### src/rtl/multiply16_if.sv
// Request/response bundle for the multiply16 sequential Booth multiplier.
// The controller drives the master side; the multiplier owns the slave side.
interface multiply16_if #(
  parameter int unsigned WIDTH = 16
) ();

  logic                   start;
  logic [WIDTH-1:0]       multiplicand;
  logic [WIDTH-1:0]       multiplier;
  logic [2*WIDTH-1:0]     product;
  logic                   busy;
  logic                   done;

  modport master (
    output start,
    output multiplicand,
    output multiplier,
    input  product,
    input  busy,
    input  done
  );

  modport slave (
    input  start,
    input  multiplicand,
    input  multiplier,
    output product,
    output busy,
    output done
  );

endinterface

### src/rtl/multiply16.sv
// Sequential signed WIDTHxWIDTH radix-2 Booth multiplier.
// One Booth step per clock. The full 2*WIDTH product is registered at the
// last step and accompanied by a one-cycle done pulse. A start in the DONE
// cycle is accepted, so back-to-back operations run with no idle gap.
module multiply16 #(
  parameter int unsigned WIDTH = 16
) (
  input  logic             clk_i,
  input  logic             rst_i,
  multiply16_if.slave      bus
);

  localparam int unsigned CW = $clog2(WIDTH + 1);
  localparam logic [CW-1:0] LAST_STEP = CW'(WIDTH - 1);

  typedef enum logic [1:0] {
    IDLE = 2'd0,
    RUN  = 2'd1,
    DONE = 2'd2
  } state_t;

  state_t               state_q, state_d;
  // A carries one extra bit so that subtracting M = -2^(WIDTH-1) cannot overflow.
  logic [WIDTH:0]       a_q, a_d;
  logic [WIDTH:0]       m_q, m_d;
  logic [WIDTH-1:0]     q_q, q_d;
  logic                 qm1_q, qm1_d;
  logic [CW-1:0]        cnt_q, cnt_d;
  logic [2*WIDTH-1:0]   product_q, product_d;

  // Booth step datapath signals
  logic [WIDTH:0]       a_sum;
  logic [WIDTH:0]       a_sh;
  logic [WIDTH-1:0]     q_sh;
  logic                 qm1_sh;

  // Booth add/subtract on {Q[0], q_-1}, then arithmetic shift of {A, Q, q_-1}
  always_comb begin
    a_sum = a_q;
    unique case ({q_q[0], qm1_q})
      2'b01:   a_sum = a_q + m_q;
      2'b10:   a_sum = a_q - m_q;
      default: a_sum = a_q;
    endcase
    {a_sh, q_sh, qm1_sh} = {a_sum[WIDTH], a_sum, q_q};
  end

  // Next-state and datapath load/step control
  always_comb begin
    state_d   = state_q;
    a_d       = a_q;
    m_d       = m_q;
    q_d       = q_q;
    qm1_d     = qm1_q;
    cnt_d     = cnt_q;
    product_d = product_q;

    unique case (state_q)
      IDLE: begin
        if (bus.start) begin
          state_d = RUN;
          m_d     = {bus.multiplicand[WIDTH-1], bus.multiplicand};
          q_d     = bus.multiplier;
          qm1_d   = 1'b0;
          a_d     = '0;
          cnt_d   = '0;
        end
      end

      RUN: begin
        // start is deliberately not examined here: requests in flight are dropped
        a_d   = a_sh;
        q_d   = q_sh;
        qm1_d = qm1_sh;
        cnt_d = cnt_q + 1'b1;
        if (cnt_q == LAST_STEP) begin
          state_d   = DONE;
          product_d = {a_sh[WIDTH-1:0], q_sh};
        end
      end

      DONE: begin
        if (bus.start) begin
          state_d = RUN;
          m_d     = {bus.multiplicand[WIDTH-1], bus.multiplicand};
          q_d     = bus.multiplier;
          qm1_d   = 1'b0;
          a_d     = '0;
          cnt_d   = '0;
        end else begin
          state_d = IDLE;
        end
      end

      default: state_d = IDLE;
    endcase
  end

  // State and datapath registers with synchronous reset
  always_ff @(posedge clk_i) begin
    if (rst_i) begin
      state_q   <= IDLE;
      a_q       <= '0;
      m_q       <= '0;
      q_q       <= '0;
      qm1_q     <= 1'b0;
      cnt_q     <= '0;
      product_q <= '0;
    end else begin
      state_q   <= state_d;
      a_q       <= a_d;
      m_q       <= m_d;
      q_q       <= q_d;
      qm1_q     <= qm1_d;
      cnt_q     <= cnt_d;
      product_q <= product_d;
    end
  end

  // Outputs come straight from flops: no combinational path from inputs
  assign bus.product = product_q;
  assign bus.busy    = (state_q == RUN);
  assign bus.done    = (state_q == DONE);

endmodule

### src/flat_wrapper.sv
// flat-port wrapper written by rule: the top's interface ports become plain ports
module multiply16_flat 
#(
  parameter int unsigned WIDTH = 16
)
  (clk_i, rst_i, bus_start, bus_multiplicand, bus_multiplier, bus_product, bus_busy, bus_done);
  multiply16_if #(.WIDTH(WIDTH)) bus_i ();
  input  logic clk_i;
  input  logic rst_i;
  input wire logic [$bits(bus_i.start)-1:0] bus_start;
  input wire logic [$bits(bus_i.multiplicand)-1:0] bus_multiplicand;
  input wire logic [$bits(bus_i.multiplier)-1:0] bus_multiplier;
  output wire logic [$bits(bus_i.product)-1:0] bus_product;
  output wire logic [$bits(bus_i.busy)-1:0] bus_busy;
  output wire logic [$bits(bus_i.done)-1:0] bus_done;
  assign bus_i.start = bus_start;
  assign bus_i.multiplicand = bus_multiplicand;
  assign bus_i.multiplier = bus_multiplier;
  assign bus_product = bus_i.product;
  assign bus_busy = bus_i.busy;
  assign bus_done = bus_i.done;
  multiply16 #(.WIDTH(WIDTH)) u_core (.clk_i(clk_i), .rst_i(rst_i), .bus(bus_i));
endmodule
### config.mk
export PLATFORM = sky130hd
export DESIGN_NAME = multiply16_flat
export DESIGN_NICKNAME = d
export VERILOG_FILES = /design/src/rtl/multiply16_if.sv /design/src/rtl/multiply16.sv /design/src/flat_wrapper.sv
export SDC_FILE = /design/constraint.sdc
export NUM_CORES = 1
export LEC_CHECK = 0
export ABC_AREA = 1
export CORE_ASPECT_RATIO = 1.1
export CORE_MARGIN = 3
export CORE_UTILIZATION = 23
export CTS_CLUSTER_SIZE = 24
export DETAILED_ROUTE_END_ITERATION = 10
export PLACE_DENSITY = 0.38
export SYNTH_ARGS = -nofsm -noshare
export SYNTH_HDL_FRONTEND = slang
export SYNTH_SLANG_ARGS = --single-unit
### constraint.sdc
create_clock -name clk_i -period 3.85 [get_ports clk_i]
set_clock_uncertainty 0.15 [all_clocks]
set_input_delay 0.385 -clock clk_i [delete_from_list [all_inputs] [get_ports clk_i]]
set_output_delay 0.385 -clock clk_i [all_outputs]
set_load 0.05 [all_outputs]
Word-level counts from Yosys, hierarchy flattened
Cells that the tools add are included.

cells by class
  multiplexer cells = 13
  equality and inequality tests = 8
  reductions and logical operators = 7
  $add $sub $neg = 3

operators with widths
  kind                   count
  $pmux W17 S2           2
  $pmux W16 S2           1
  $add A17 B17 Y17       1
  $mux W17               1
  $sub A17 B17 Y17       1
  $mux W16               1
  $pmux W5 S2            1
  $reduce_and A2 Y1      4
  $pmux W2 S3            1
  $add A5 B1 Y5 const B  1
  $eq A5 B4 Y1 const B   1
  $mux W5                1
  $eq A2 B1 Y1 const B   2
  $eq A2 B2 Y1 const B   2
  $mux W2                2
  $ne A2 B1 Y1 const B   2
  $logic_not A2 Y1       1
  $mux W1                2
  $ne A2 B2 Y1 const B   1
  $pmux W1 S2            1
  $reduce_bool A2 Y1     1
  $reduce_or A2 Y1       1

storage, ports and cells
  flip-flop bits (word level) = 89
  output and inout bits = 34
  word-level logic and storage cells = 38
  input port bits = 35

Logic depth before layout (Yosys ltp)
Gate-level depths: netlist (run 1).

  word-level depth = 4
  depth in mapped cells = 23
  depth with buffers taken out = 23

Worst setup path before layout (run 1)
Ideal clock, no wire load.

  path type = flip-flop to flip-flop
  from = register u_core.qm1_q
  to = register u_core.a_q[11]
  stages on the path, launching flop included = 18
  clock period less this slack = 2.713 ns
  path slack = 1.137 ns
  arrival time = 2.496 ns
  required time = 3.633 ns
  setup time = 0.067 ns
  buffers on the path = 1
  cells stage by stage = dfxtp_1 -> inv_1 -> ha_1 -> clkbuf_1 -> or2_2 -> xor2_1 -> inv_1 -> ha_1 -> nand2_1 -> nand2_2 -> a21oi_4 -> nand2_4 -> a21oi_2 -> xor2_1 -> nand2_1 -> nand2_1 -> nand2_1 -> a21oi_2

on the way
  longest elaborated chain between the ends = 3
  elaborated cells between the ends (all ways) = 4
  those cells by class = eq/ne: 2; mux: 2

RTL lines
  what                                          line               text
  start, declared                               multiply16.sv:27   logic qm1_q, qm1_d;
  start signal, assigned                        multiply16.sv:114  qm1_q <= qm1_d;
  $eq A2 B2 Y1 or $eq A2 B1 Y1 (tied branches)  multiply16.sv:40   unique case ({q_q[0], qm1_q})
  $pmux W17 S2 *                                multiply16.sv:40
  $pmux W17 S2 *                                multiply16.sv:58   unique case (state_q)
  end signal, assigned                          multiply16.sv:103  a_q <= '0;
  end signal, assigned                          multiply16.sv:111  a_q <= a_d;
  end, declared                                 multiply16.sv:24   logic [WIDTH:0] a_q, a_d;

Mark *: on every way between the ends. The rest lies on a longest branch, timed or not.
A chain may end at the register's enable or synchronous reset.

Final worst setup path (run 1)
  from = register u_core.qm1_q
  to = register u_core.product_q[31], in the netlist u_core.bus.product[31]

on the way
  longest elaborated chain between the ends = 2
  elaborated cells between the ends (all ways) = 3
  those cells by class = eq/ne: 2; mux: 1

RTL lines
  what                                          line               text
  $eq A2 B2 Y1 or $eq A2 B1 Y1 (tied branches)  multiply16.sv:40
  $pmux W17 S2 *                                multiply16.sv:40
  end signal, assigned                          multiply16.sv:116  product_q <= product_d;
  end, declared                                 multiply16.sv:29   logic [2*WIDTH-1:0] product_q, product_d;

Marks and branches as above.

==> metrics.yaml, run 1 <==
min-delay-start: "u_core.bus.product[1]$_SDFFE_PP0P_"
overflow: 0
rows: 55
place.detailed.hpwl_um: 11300
synth_area_per_cell_um2: 6.93
htreeDepth: 3
p_sw_share_pct: 31.9
cts_made_buffers: 9
busiest_layer: "met2"
synth_simple_gate_area_share_pct: 29.6
die_area_um2: 22900
endpoint_kind: "register"
clock_latency_ns: 0.35
hold_viol: 0
clk_pin_slew_worst_paths_ns: 0.06
drive_above_1_share_pct: 8.02
placedCellCount: 1002
gp_congestion: 0.885
crit_required_ns: 3.94
start_util_pct: 23.5
grtUsageTotal_pct: 13.5
min_path_cells: 2
cts_root_buf: "clkbuf_16"
maxClockFrequency_mhz: 311
worst-setup-path-type: "reg2reg"
ioPinCount: 69
drc: 0
period_minus_slack_ns: 3.22
vdd_drop_max_mv: 0.186
drtIter0Drc: 227
cp_max_fo: 13
cp.arrival_ns: 3.30
startpoint_type: "register"
synth_compound_area_share_pct: 17.1
wire_per_inst_um: 14.6
syn-num-nets: 756
met3_usage_pct: 3.51
first_pass_iters: 4
grt_pass1_vias: 4623
area_delta_synth_final_pct: 24.6
yosys.area_share.adder_pct: 5.57
regToRegSetupSlack_ns: 0.63
post_cts_resized: 0
worstRegToRegCells: 19
p_switching_mw: 0.795
antenna_found_initial: 0
cts_tree: "yes"
pwr-share-comb_pct: 25.1
p_seq_share_pct: 39.9
syn_area_um2: 4850
core-area_um2: 20600
final_cell_mix: "198 x nand2_1, 88 x dfxtp_1, 68 x clkdlybuf4s50_1, 67 x inv_1, 54 x a21oi_1"
clockPowerShare_pct: 34.9
maxCapViolCount: 0
worst_pin_slew_ns: 0.758
synth_top_family_by_area: "simple AND/OR/NAND/NOR gates"
holdWs_ns: 0.313
postLayoutSetupSlackWorst_ns: 0.632
postSynthCellCount: 700
antennaDiodeCount: 0
min_period_over_period_pct: 83.6
min_to: "u_core.bus.product[1]$_SDFFE_PP0P_"
multi_input_area_um2: 2660
vias: 4597
grtUsageMet1_pct: 15.7
maxSlewViolCount: 0
clock-sinks: 88
post-place-ws_ns: 0.590
hold_class: "reg2reg"
viasPerCell: 4.52
die_h_um: 158
grt_max_degree: 40
holdBufCountCts: 0
seq_area_um2: 1760
power.density_nw_per_um2: 412
fin_nets: 813
cts_buffer_depth: 2
detail-route-antenna-nets: 0
synth_xor_area_share_pct: 2.53
synthDistinctLibCells: 47
grt_use_met2_pct: 23.8
p_int_mw: 1.69
muxShareOfSynthArea_pct: 0
status: "finished, final reports clean"
cts_setup_buffers: 0
numPortBuffers: 68
n_fill_cell: 2302
grt_pass1_wl_um: 24000
leakage_nw: 2.54
ys_ff_latch: 88
instances_no_fill: 1017
finalSetupViolations: 0
rr_endpoint: "u_core.bus.product[31]$_SDFFE_PP0P_"
finalSetupTns_ns: 0
reg2reg_from: "u_core.qm1_q$_SDFFE_PP0P_"
final_common_cell: "nand2_1"
die_x_um: 144
routed_wl_um: 14800
grt_setup_unrepaired: "no"
slew_headroom_pct: 49.4
synth-seq-area-share_pct: 36.3
yosysWarningCount: 0
fin_util_pct: 29.3
-- power by group through the flow --
stage          clock network [mW]  registers, mW  logic, mW
6_report                    0.870          0.994      0.626
5_1_grt                     0.949          0.999      0.719
4_1_cts                     0.909          0.994      0.638
3_5_place_dp                    0           1.01      0.636
3_3_place_gp                    0           1.01      0.635
2_1_floorplan                   0           1.00      0.471
-- cell usage after synthesis (all sizes together) --
master,count,share of area (%)
nor3,6,1.1
nand4,2,0.26
a2bb2oi,2,0.36
a211oi,2,0.31
dfxtp,88,36
o21ai,49,5.1
buf,14,1.8
xor2,9,1.6
clkbuf,14,1.1
nor2,50,4.6
o22ai,4,0.52
clkinv,1,0.077
a21oi,60,6.8
inv,74,5.8
fa,1,0.41
a31oi,18,2.3
nand2,210,17
a21o,1,0.15
o21bai,5,0.77
ha,20,5.2
or2,10,1.3
a221oi,1,0.31
o31ai,1,0.15
and2,1,0.18
o21a,2,0.31
nand3,48,5.1
nand3b,1,0.15
xnor2,5,0.90
dlygate4sd1,1,0.18
-- critical path: stages, from the launching register on --
cell	delay, ns
dfxtp_1	0.31
inv_1	0.05
ha_1	0.41
clkinv_1	0.34
nand2_1	0.19
o21ai_0	0.12
xnor2_1	0.16
ha_1	0.36
nand2_2	0.14
inv_1	0.05
nand2_1	0.06
nand2_1	0.05
inv_1	0.05
nand2_1	0.05
a21oi_1	0.17
nand2_1	0.09
nand4_1	0.08
nand2_1	0.11
o21bai_1	0.13
inv_1	0.06
-- state kept, by name (all words and copies together) (netlist names) --
register,flops
u_core.bus.product,32
u_core.a_q,16
u_core.m_q,16
u_core.q_q,16
u_core.cnt_q,5
u_core.state_q,2
u_core.qm1_q,1
-- logic make-up (layout without fill, tap and decap cells) --
family          after synthesis  in the layout
compound gates              145            145
xor+xnor                     14             14
fa+ha+maj                    21             21
buf+inv                     104            165
flops                        88             88
simple gates                328            328
-- worst max path at each step --
stage | endpoint | startpoint | slack [ns]
2_1_floorplan | u_core.a_q[11]$_SDFFE_PP0P_ | u_core.qm1_q$_SDFFE_PP0P_ | 1.14
3_3_place_gp | u_core.a_q[11]$_SDFFE_PP0P_ | u_core.qm1_q$_SDFFE_PP0P_ | 0.63
3_5_place_dp | u_core.a_q[9]$_SDFFE_PP0P_ | u_core.qm1_q$_SDFFE_PP0P_ | 0.59
4_1_cts | u_core.a_q[11]$_SDFFE_PP0P_ | u_core.q_q[0]$_SDFFE_PP0P_ | 0.59
5_1_grt | u_core.a_q[15]$_SDFFE_PP0P_ | u_core.qm1_q$_SDFFE_PP0P_ | 0.19
6_report | u_core.bus.product[31]$_SDFFE_PP0P_ | u_core.qm1_q$_SDFFE_PP0P_ | 0.63
-- per-stage QoR --
step	area (um^2)	total power, mW
after global placement	5760	1.65
after global routing	6040	2.67
after floorplan	4850	1.47
final	6040	2.49
after CTS	6040	2.54
after detailed placement	5760	1.65
-- cell type report --
cell class | count | area share [%]
clock buffer | 11 | 4.02
clock inverter | 4 | 0.745
inverter | 75 | 4.70
multi-input combinational | 508 | 44.0
sequential | 88 | 29.2
tap | 256 | 5.30
timing repair buffer | 75 | 12.1
-- metal layers --
| metal | vias up | wire length [um] |
|---|---|---|
| met5 | - | 0 |
| met4 | 0 | 393 |
| met3 | 20 | 597 |
| met2 | 76 | 7400 |
| met1 | 2109 | 6420 |
| li1 | 2392 | - |
Power figures use the tool's default switching activity.
==> run 2, diff against run 1 <==
clock period = 3.3 ns   (was 3.85 ns; I/O delays follow)
==> metrics.yaml, run 2 (synthesized netlist as in run 1, its figures left out) <==
min_period_over_period_pct: 94.3  # +11 points
met3_usage_pct: 3.00  # -0.51 points
die_area_um2: 22900  # unchanged
drive_above_1_share_pct: 10.3  # +2.3 points
endpoint_kind: "register"
final_cell_mix: "196 x nand2_1, 88 x dfxtp_1, 68 x clkdlybuf4s50_1, 66 x inv_1, 51 x a21oi_1"
cts_tree: "yes"
rr_endpoint: "u_core.a_q[11]$_SDFFE_PP0P_"
regToRegSetupSlack_ns: 0.19  # -0.44 ns
leakage_nw: 2.56  # +0.81%
post-place-ws_ns: 0.111  # -0.478 ns
min_path_cells: 2  # unchanged
fin_nets: 820  # +0.86%
grt_pass1_vias: 4660  # +0.80%
slew_headroom_pct: 45.3  # -4.1 points
cp.arrival_ns: 3.24  # -0.06 ns
start_util_pct: 23.5  # unchanged
pwr-share-comb_pct: 26.7  # +1.6 points
reg2reg_from: "u_core.q_q[0]$_SDFFE_PP0P_"
grtUsageTotal_pct: 13.6  # +0.11 points
die_x_um: 144  # unchanged
vdd_drop_max_mv: 0.330  # +77%
cp_max_fo: 12  # -1
placedCellCount: 1005  # +0.30%
clock-sinks: 88  # unchanged
gp_congestion: 0.803  # -9.2%
min-delay-start: "u_core.qm1_q$_SDFFE_PP0P_"
worstSetupStartpoint: "u_core.q_q[0]$_SDFFE_PP0P_"
maxCapViolCount: 0  # unchanged
busiest_layer: "met2"
drc: 0  # unchanged
die_h_um: 158  # unchanged
final_common_cell: "nand2_1"
grt_max_degree: 40  # unchanged
rows: 55  # unchanged
core-area_um2: 20600  # unchanged
overflow: 0  # unchanged
first_pass_iters: 4  # unchanged
period_minus_slack_ns: 3.11  # -0.105 ns
power.total_mw: 2.90  # +16%
maxClockFrequency_mhz: 321  # +3.4%
maxSlewViolCount: 0  # unchanged
vias: 4642  # +0.98%
grt_pass1_wl_um: 24200  # +0.92%
cts_made_buffers: 9  # unchanged
p_seq_share_pct: 40.1  # +0.2 points
grtUsageMet1_pct: 15.7  # +0.030 points
worst_pin_slew_ns: 0.819  # +0.0612 ns
htreeDepth: 3  # unchanged
power.density_nw_per_um2: 473  # +15%
postLayoutSetupSlackWorst_ns: 0.187  # -0.445 ns
antennaDiodeCount: 0  # unchanged
wire_per_inst_um: 14.9  # +2.1%
hold_viol: 0  # unchanged
min_to: "u_core.qm1_q$_SDFFE_PP0P_"
fin_util_pct: 29.7  # +0.44 points
place.detailed.hpwl_um: 11500  # +1.8%
cts_buffer_depth: 2  # unchanged
antenna_found_initial: 0  # unchanged
routed_wl_um: 15200  # +2.8%
area_delta_synth_final_pct: 26.4
hold_class: "reg2reg"
clock_latency_ns: 0.34  # about the same
worst-setup-path-type: "reg2reg"
instances_no_fill: 1024  # +0.69%
startpoint_type: "register"
clockPowerShare_pct: 33.3  # -1.6 points
finalSetupViolations: 0  # unchanged
holdWs_ns: 0.309  # -0.00388 ns
grt_use_met2_pct: 24.9  # +1.1 points
detail-route-antenna-nets: 0  # unchanged
viasPerCell: 4.53  # +0.29%
p_int_mw: 1.91  # +13%
largest_reg_flops: 32  # unchanged
p_sw_share_pct: 34.0  # +2.1 points
drtIter0Drc: 205  # -9.7%
crit_required_ns: 3.43  # -0.51 ns
status: "finished, final reports clean"
worstRegToRegCells: 16  # -3
cts_root_buf: "clkbuf_16"
grt_setup_unrepaired: "yes"
ioPinCount: 69  # unchanged
clk_pin_slew_worst_paths_ns: 0.07  # about the same
p_switching_mw: 0.986  # +24%
numPortBuffers: 68  # unchanged
-- run 2: cell types whose count changed in the layout (fill, tap and decap cells not counted), moves of 3 or more --
cell,previous run,this run
a21oi_2,5,8
buf_4,7,14
clkinvlp_4,0,3
a21oi_1,54,51
-- run 2: cell type report --
cell class | count | area, um^2
tap | 256 | 320
clock inverter | 6 | 45.0
fill | 2280 | 14500
sequential | 88 | 1760
inverter | 75 | 288
multi-input combinational | 508 | 2710
timing repair buffer | 82 | 786
clock buffer | 9 | 225
-- run 2: routing by layer --
layer,vias to the layer above,share of wire [%]
met5,-,0
met2,66,51
met1,2158,44
met3,12,3.6
li1,2406,-
met4,0,1.7
-- run 2: metrics by stage --
step / TNS, ns / instance area [um^2]
after floorplan: 0 / 4850
after global placement: 0 / 5780
after detailed placement: 0 / 5780
after CTS: 0 / 6050
after global routing: -0.0210 / 6130
final: 0 / 6130
-- run 2: how the worst max path moves through the flow --
stage	endpoint	slack (ns)	depth (start not counted)
2_1_floorplan	u_core.a_q[11]$_SDFFE_PP0P_	0.59	17
3_3_place_gp	u_core.bus.product[28]$_SDFFE_PP0P_	0.13	18
3_5_place_dp	u_core.bus.product[28]$_SDFFE_PP0P_	0.11	18
4_1_cts	u_core.bus.product[28]$_SDFFE_PP0P_	0.09	18
5_1_grt	u_core.bus.product[31]$_SDFFE_PP0P_	-0.02	22
6_report	u_core.a_q[11]$_SDFFE_PP0P_	0.19	16
-- run 2: worst max-delay path, stage by stage (launching register included) --
cell     delay [ns]
dfxtp_1        0.36
ha_1           0.24
buf_4          0.20
or2_2          0.31
xor2_1         0.14
inv_1          0.07
ha_1           0.36
nand2_1        0.15
nand2_2        0.08
a21oi_4        0.15
nand2_4        0.09
a21oi_2        0.16
xor2_1         0.20
nand2_1        0.08
nand2_1        0.13
nand2_1        0.07
a21oi_2        0.11
-- run 2: what timing repair did --
item                                    in CTS  in global routing
endpoints found under the setup margin       0                  9
resized for setup                            0                 14
setup buffers                                0                  4
hold buffers                                 0                  0
-- run 2: power groups by stage --
stage / Sequential [mW] / Clock, mW / Combinational, mW
floorplan: 1.17 / 0 / 0.549
CTS: 1.16 / 1.01 / 0.758
detailed placement: 1.18 / 0 / 0.755
finish: 1.16 / 0.965 / 0.773
global route: 1.17 / 1.04 / 0.881
global placement: 1.18 / 0 / 0.753
==> run 3, diff against run 2 <==
CTS_CLUSTER_SIZE = 28   (was 24)
clock period = 3.6 ns   (was 3.3 ns; I/O delays follow)
==> metrics.yaml, run 3 (synthesized netlist as in run 1, its figures left out) <==
vias: 4662  # +0.43%
min_period_over_period_pct: 84.8  # -9.6 points
met1_length_um: 6710  # +0.25%
dr.max_layer_used: "met4"
power.total_mw: 2.80  # -3.4%
largest_reg_flops: 32  # unchanged
vdd_drop_max_mv: 0.203  # -39%
grt_pass1_wl_um: 25200  # +3.9%
maxCapViolCount: 0  # unchanged
gp_congestion: 0.813  # +1.3%
worst-setup-path-type: "reg2reg"
max_stage_delay_ns: 0.36  # about the same
grt_setup_unrepaired: "no"
area_delta_synth_final_pct: 25.5
ioPinCount: 69  # unchanged
grtUsageTotal_pct: 14.0  # +0.38 points
routed-wl-met3_um: 581  # +5.1%
drtIter0Drc: 259  # +26%
clk_pin_slew_worst_paths_ns: 0.07  # about the same
p_switching_mw: 0.920  # -6.7%
drive_above_1_share_pct: 8.27  # -2.0 points
power.density_nw_per_um2: 460  # -2.6%
numPortBuffers: 68  # unchanged
post-place-ws_ns: 0.529  # +0.417 ns
crit_buf_inv: 4  # +2
die_h_um: 158  # unchanged
final_cell_area_um2: 6090  # -0.75%
clock_latency_ns: 0.35  # about the same
period_minus_slack_ns: 3.05  # -0.0619 ns
antennaDiodeCount: 0  # unchanged
final_cell_mix: "198 x nand2_1, 88 x dfxtp_1, 68 x clkdlybuf4s50_1, 67 x inv_1, 54 x a21oi_1"
pwr-share-comb_pct: 24.2  # -2.5 points
start_util_pct: 23.5  # unchanged
cts_buffer_depth: 2  # unchanged
clock-sinks: 88  # unchanged
cts_setup_buffers: 0  # unchanged
fin_nets: 813  # -0.85%
fin_util_pct: 29.5  # -0.22 points
hold_viol: 0  # unchanged
route.met2.wl_um: 7590  # -1.5%
die_area_um2: 22900  # unchanged
finalSetupTns_ns: 0  # unchanged
leakage_nw: 2.56  # -0.25%
cts_made_buffers: 9  # unchanged
routed_wl_um: 15100  # -0.64%
overflow: 0  # unchanged
grt_pass1_vias: 4864  # +4.4%
viasPerCell: 4.58  # +1.0%
die_x_um: 144  # unchanged
critical-path-top-delay-family: "simple AND/OR/NAND/NOR gates"
cp_max_fo: 6  # -6
worst_pin_slew_ns: 0.896  # +0.0769 ns
reg2reg_from: "u_core.m_q[2]$_SDFFE_PP0P_"
place.detailed.hpwl_um: 11300  # -1.0%
grt_max_degree: 40  # unchanged
clockPowerShare_pct: 37.8  # +4.5 points
endpoint_kind: "register"
drc: 0  # unchanged
finalSetupViolations: 0  # unchanged
postLayoutSetupSlackWorst_ns: 0.549  # +0.362 ns
slew_headroom_pct: 40.2  # -5.1 points
p_sw_share_pct: 32.9  # -1.2 points
htreeDepth: 3  # unchanged
post_cts_resized: 0  # unchanged
crit_path_top_delay_cell: "ha_1"
crit_required_ns: 3.73  # +0.30 ns
first_pass_iters: 5  # +1
wire_per_inst_um: 14.9  # about the same
rows: 55  # unchanged
cts_root_buf: "clkbuf_16"
cts_tree: "yes"
crit_path_cell_trace: "inv_1 -> nand3_1 -> nor3_2 -> nand3_1 -> nor3_2 -> nor2_1 -> xor2_1 -> inv_1 -> ha_1 -> nand2_1 -> inv_2 -> nand2_1 -> inv_1 -> a21oi_2 -> xor2_1 -> nand2_1 -> nand2_1 -> nand2_1 -> a21oi_2"
final_common_cell: "nand2_1"
cp.arrival_ns: 3.18  # -0.06 ns
min-delay-start: "u_core.qm1_q$_SDFFE_PP0P_"
maxSlewViolCount: 0  # unchanged
antenna_found_initial: 0  # unchanged
hold_class: "reg2reg"
status: "finished, final reports clean"
worstSetupStartpoint: "u_core.m_q[2]$_SDFFE_PP0P_"
cp_common_cell: "nand2_1"
holdBufCountCts: 0  # unchanged
detail-route-antenna-nets: 0  # unchanged
maxClockFrequency_mhz: 328  # +2.0%
startpoint_type: "register"
place_area_um2: 5760  # -0.39%
p_int_mw: 1.88  # -1.7%
core-area_um2: 20600  # unchanged
p_seq_share_pct: 37.9  # -2.2 points
run 3: changes by cell type in the layout (fill, tap and decap cells not counted), sizes merged:
cell and change:
bufinv +2, clkinvlp -2, buf -7, clkinv +1
run 3: worst paths after layout:
path,to,slack (ns),cells after the start
worst max-delay path,u_core.a_q[11]$_SDFFE_PP0P_,0.55,19
worst min register to register,u_core.qm1_q$_SDFFE_PP0P_,0.32,2
worst max register to register,u_core.a_q[11]$_SDFFE_PP0P_,0.55,19
worst min-delay path,u_core.qm1_q$_SDFFE_PP0P_,0.32,2
run 3: power by group through the flow:
stage,clock network (mW),registers (mW),logic [mW]
after floorplan,0,1.07,0.503
after global placement,0,1.08,0.685
after detailed placement,0,1.08,0.688
after CTS,1.10,1.06,0.690
after global routing,1.14,1.07,0.784
final,1.06,1.06,0.679
run 3: metrics by stage:
step / hold slack (ns) / std cells
6_report: 0.317 / 1018
5_1_grt: 0.340 / 1018
4_1_cts: 0.320 / 1018
3_5_place_dp: 0.307 / 1002
3_3_place_gp: 0.302 / 1002
2_1_floorplan: 0.287 / 700
run 3: cell type report:
cell class                      count  area, um^2
Fill cell                        2307       14600
Multi-Input combinational cell    508        2660
Sequential cell                    88        1760
Timing Repair Buffer               75         733
Tap cell                          256         320
Inverter                           75         284
Clock buffer                        9         225
Clock inverter                      7         106
run 3: tightest hold or removal path: stages, from the launching register on:
cell,delay (ns)
dfxtp_1,0.31
nand2_1,0.06
a21oi_1,0.05
run 3: metal layers:
metal	track usage [%]	vias to the layer above
met1	16.9	2176
met4	3.64	0
li1	-	2387
met3	3.21	15
met5	0	-
met2	25.0	84
